**src/rtl/modn_updown_counter.sv**
```systemverilog
// Parametrised synchronous up/down modulo-N counter with LS163-style ent/enp cascade and combinational rco.
// Define MODN_COUNTER_SATURATE_EN to make the count saturate at its end values instead of wrapping (wrap then stays 0).
module modn_updown_counter #(
  parameter int WIDTH   = 4,
  parameter int MODULUS = 16
) (
  input  logic             clk,
  input  logic             clear,
  input  logic             load,
  input  logic             ent,
  input  logic             enp,
  input  logic             up,
  input  logic [WIDTH-1:0] d,
  output logic [WIDTH-1:0] q,
  output logic             rco,
  output logic             wrap
);

  generate
    if (WIDTH < 1 || WIDTH > 16) begin : g_bad_width
      $error("modn_updown_counter: WIDTH %0d outside 1..16", WIDTH);
    end
    if (MODULUS < 2 || MODULUS > (1 << WIDTH)) begin : g_bad_modulus
      $error("modn_updown_counter: MODULUS %0d outside 2..2**WIDTH", MODULUS);
    end
  endgenerate

  localparam logic [WIDTH-1:0] LAST    = WIDTH'(MODULUS - 1);
  // One extra bit so MODULUS == 2**WIDTH is representable and over_range is then never true.
  localparam logic [WIDTH:0]   MOD_EXT = (WIDTH + 1)'(MODULUS);

`ifdef MODN_COUNTER_SATURATE_EN
  localparam logic [WIDTH-1:0] TOP_NEXT = LAST;
  localparam logic [WIDTH-1:0] BOT_NEXT = '0;
  localparam logic             WRAP_EN  = 1'b0;
`else
  localparam logic [WIDTH-1:0] TOP_NEXT = '0;
  localparam logic [WIDTH-1:0] BOT_NEXT = LAST;
  localparam logic             WRAP_EN  = 1'b1;
`endif

  logic             at_top;
  logic             at_zero;
  logic             over_range;
  logic [WIDTH-1:0] q_next;
  logic             wrap_next;
  logic             wrap_q;

  assign at_top     = (q >= LAST);
  assign at_zero    = (q == '0);
  assign over_range = ({1'b0, q} >= MOD_EXT);

  // ent enters rco through a single AND so cascades see no ent-induced glitch.
  assign rco  = ent & (up ? at_top : at_zero);
  assign wrap = WRAP_EN & wrap_q;

  always_comb begin
    q_next    = q;
    wrap_next = 1'b0;
    if (!load) begin
      q_next = d;
    end else if (ent && enp) begin
      if (up) begin
        if (at_top) begin
          q_next    = TOP_NEXT;
          wrap_next = WRAP_EN;
        end else begin
          q_next = q + 1'b1;
        end
      end else begin
        if (at_zero) begin
          q_next    = BOT_NEXT;
          wrap_next = WRAP_EN;
        end else if (over_range) begin
          q_next = LAST;
        end else begin
          q_next = q - 1'b1;
        end
      end
    end
  end

  always_ff @(posedge clk) begin
    if (!clear) begin
      q      <= '0;
      wrap_q <= 1'b0;
    end else begin
      q      <= q_next;
      wrap_q <= wrap_next;
    end
  end

endmodule

```
**config.mk**
```make
export PLATFORM = sky130hd
export DESIGN_NAME = modn_updown_counter
export DESIGN_NICKNAME = d
export VERILOG_FILES = /design/src/rtl/modn_updown_counter.sv
export SDC_FILE = /design/constraint.sdc
export NUM_CORES = 1
export LEC_CHECK = 0
export ABC_AREA = 1
export CORE_AREA = 3 3 40 42
export DETAILED_ROUTE_END_ITERATION = 10
export DIE_AREA = 0 0 43 45
export GPL_TIMING_DRIVEN = 0
export SYNTH_ARGS = -nofsm -noshare
export SYNTH_HDL_FRONTEND = slang
export SYNTH_SLANG_ARGS = --single-unit
```
**constraint.sdc**
```tcl
create_clock -name clk -period 3.4 [get_ports clk]
set_clock_uncertainty 0.15 [all_clocks]
set_input_delay 0.68 -clock clk [delete_from_list [all_inputs] [get_ports clk]]
set_output_delay 0.68 -clock clk [all_outputs]
set_load 0.01 [all_outputs]
```
==> results of run 1 <==
## worst max-delay path by stage
stage,depth (start not counted),startpoint,slack [ps],to
6_report,6,up,450,rco
5_1_grt,6,up,330,rco
4_1_cts,6,up,430,rco
3_5_place_dp,6,up,440,rco
3_3_place_gp,6,up,440,rco
2_1_floorplan,6,q[0],1500,rco
## power breakdown
group	total [W]	internal (W)	leakage, nW	switching (W)
combinational	0.0000534	0.0000294	0.203	0.0000240
clock	0.0000693	0.0000444	0.0150	0.0000249
sequential	0.0000700	0.0000628	0.0413	0.00000717
## flip-flops by register name, summed over array words and instances (netlist names)
register,cells
q,4
wrap,1
## per-stage QoR
step                      total power, W  instance area [µm²]   util  instances
after CTS                       0.000195                  556  0.432         93
after detailed placement        0.000125                  529  0.412         89
after global placement          0.000124                  529  0.412         89
after floorplan                0.0000976                  360      -         59
after global routing            0.000204                  556  0.432         93
final                           0.000193                  556  0.432         93
## cell usage after synthesis, drive strengths merged
cell	number
o21ai	2
xnor2	1
nand4	1
nor4	1
o221ai	1
nor2	11
nand2	12
ha	2
or2	1
a21oi	3
inv	11
nand3	7
dfxtp	5
a221oi	1
## layout make-up
type / instances / area (µm²)
clock buffers: 4 / 26.3
multi-input cells: 43 / 219
fillers: 144 / 729
inverters: 11 / 41.3
flip-flops and latches: 5 / 100
well taps: 15 / 18.8
repair buffers: 15 / 150
## worst register-to-register path: cells and delay by family (launching register included)
| kind | cells | cell delay [ps] |
|---|---|---|
| compound gates | 1 | 260 |
| fa+ha+maj | 1 | 310 |
| xor+xnor | 1 | 130 |
| simple gates | 1 | 70 |
| flops | 1 | 440 |
| buf+inv | 1 | 110 |
## layout by cell type (no fill, tap or decap)
cell type / instances
a221oi_1: 1
o221ai_1: 1
clkdlybuf4s50_1: 15
inv_1: 11
nor2_1: 11
xnor2_1: 1
clkbuf_1: 1
dfxtp_1: 5
nand3_1: 7
nor4_1: 1
clkbuf_4: 3
ha_1: 2
nand2_1: 11
or2_1: 1
o21ai_1: 1
a21oi_1: 3
o21ai_0: 1
nand4_1: 1
nand2_2: 1
## cell families after synthesis
kind of cell    share of synthesized area
compound gates                      0.118
xor+xnor                           0.0243
fa+ha+maj                          0.0694
buf+inv                             0.115
flops                               0.278
simple gates                        0.396
## per-layer routing
layer / GRT usage / share of wire
met1: 0.120 / 0.49
met2: 0.168 / 0.47
met3: 0.0239 / 0.039
met4: 0.0723 / 0
met5: 0 / 0
==> metrics.txt, run 1 <==
clock buffer depth=2; largest net degree at the start of global routing=9; #FFs+latches synth=5; TritonCTS Buffers=3; residual DRC count=0; Leak Pwr=around 0.26 nW; actual slew at the worst max-slew pin=259 ps; Crit-path slowest cell=clkdlybuf4s50_1; Max Cap Viol=0; DR pass1 iterations=4; CP peak stage delay=540 ps; setup ws final=around 450 ps; pre-CTS setup slack=between 400 and 500 ps; most area-hungry cell type in the Yosys netlist=dfxtp_1; Period minus WS final=2950 ps; post-cts gate resize count=0; Worst path most repeated cell=clkdlybuf4s50_1; top cells by area, synth=dfxtp_1, inv_1, nand2_1; sequential area share after synthesis=0.278; status=finished clean; Clock Latency Late Sink=240 ps; Initial Util=0.280; Worst IR Drop VDD=~180 µV; WL per Instance=9.49 µm; final hold vios=0; worst r2r src=q[0]; f_max=339 MHz; Slew Limit Fails=0; Mapped Nets=71; clock-pin slew on the worst setup and hold paths=50 ps; Synth Cell Area=roughly 360 µm²; # port buffers=15; Tcrit/Tclk final=0.867; Critical Path Source Type=input pin; die area=1940 µm²; critical path data required time=about 2600 ps; crit-path cells=clkdlybuf4s50_1 > inv_1 > o21ai_0 > nand2_1 > nor2_1 > clkdlybuf4s50_1; # Post-CTS Setup Buffers=0; initial drt markers=7; Hold Crit Depth=1; Worst Path Buf+Inv=3; PD cells=347 nW/µm²; clk sink count=5; Post-DP HPWL=722 µm; Ports=16; CP Capture Type=primary output; htree depth=1; nets=a little over 90; Hold Path End=q[0]; top-area cell type share of the netlist area=0.278; Synth cell types=16; synth warn=0; Diodes inserted=0; share of cells above drive strength 1=0.0513; Worst R2R End=q[1]; Clock Tree Root=clkbuf_4; row count=13; r2r setup slk=around 1800 ps; RSZ-0062 raised after global routing=false; global route overflow=0; Area Growth Syn to Fin=54.2%; DRT Wirelength=a little under 900 µm; initial antenna violation count=0; vias in the first global route=388; top cell family by delay on the critical path=buffers and inverters; via count=422; Crit Path Max Fanout=4; setup TNS=0 ps; Crit Path Category=input pin to primary output; Worst slew margin=0.827; Setup violations, final=0; GPL Wtd Cong=0.725; # hold bufs at CTS=0; gr usage total=0.103; CTS tree=yes; hold slack final=393 ps; class of the worst hold path=register to register; Worst Path Arrival=2120 ps; Die Width=43 µm; core area=1280 µm²; first-pass GRT wire length=around 1.5 mm; Final ANT Viol Nets=0; Hold Startpoint=q[0]; Cells after Synth=59; syn avg cell area=just over 6 µm²; worst r2r path cells=5; overall die height=45 µm; vias per cell=4.54
No activity file was read; power rests on OpenSTA's default activity.
==> run 2, diff against run 1 <==
- CTS_CLUSTER_SIZE: not set -> 40
==> results of run 2 <==
The final DEF is identical to that of run 1; final timing and power are the same.
==> run 3, diff against run 2 <==
--- a/constraint.sdc
+++ b/constraint.sdc
@@ -4,2 +4,2 @@
 set_output_delay 0.68 -clock clk [all_outputs]
-set_load 0.01 [all_outputs]
+set_load 0.05 [all_outputs]
==> results of run 3 <==
Same layout as run 1 (identical final DEF). Status: finished clean.
Main changes from that run: setup slack after placement 439 ps -> 172 ps; setup slack after layout 451 ps -> 184 ps; total power 0.000193 W -> 0.000207 W; worst IR drop on VDD 177 µV -> 179 µV
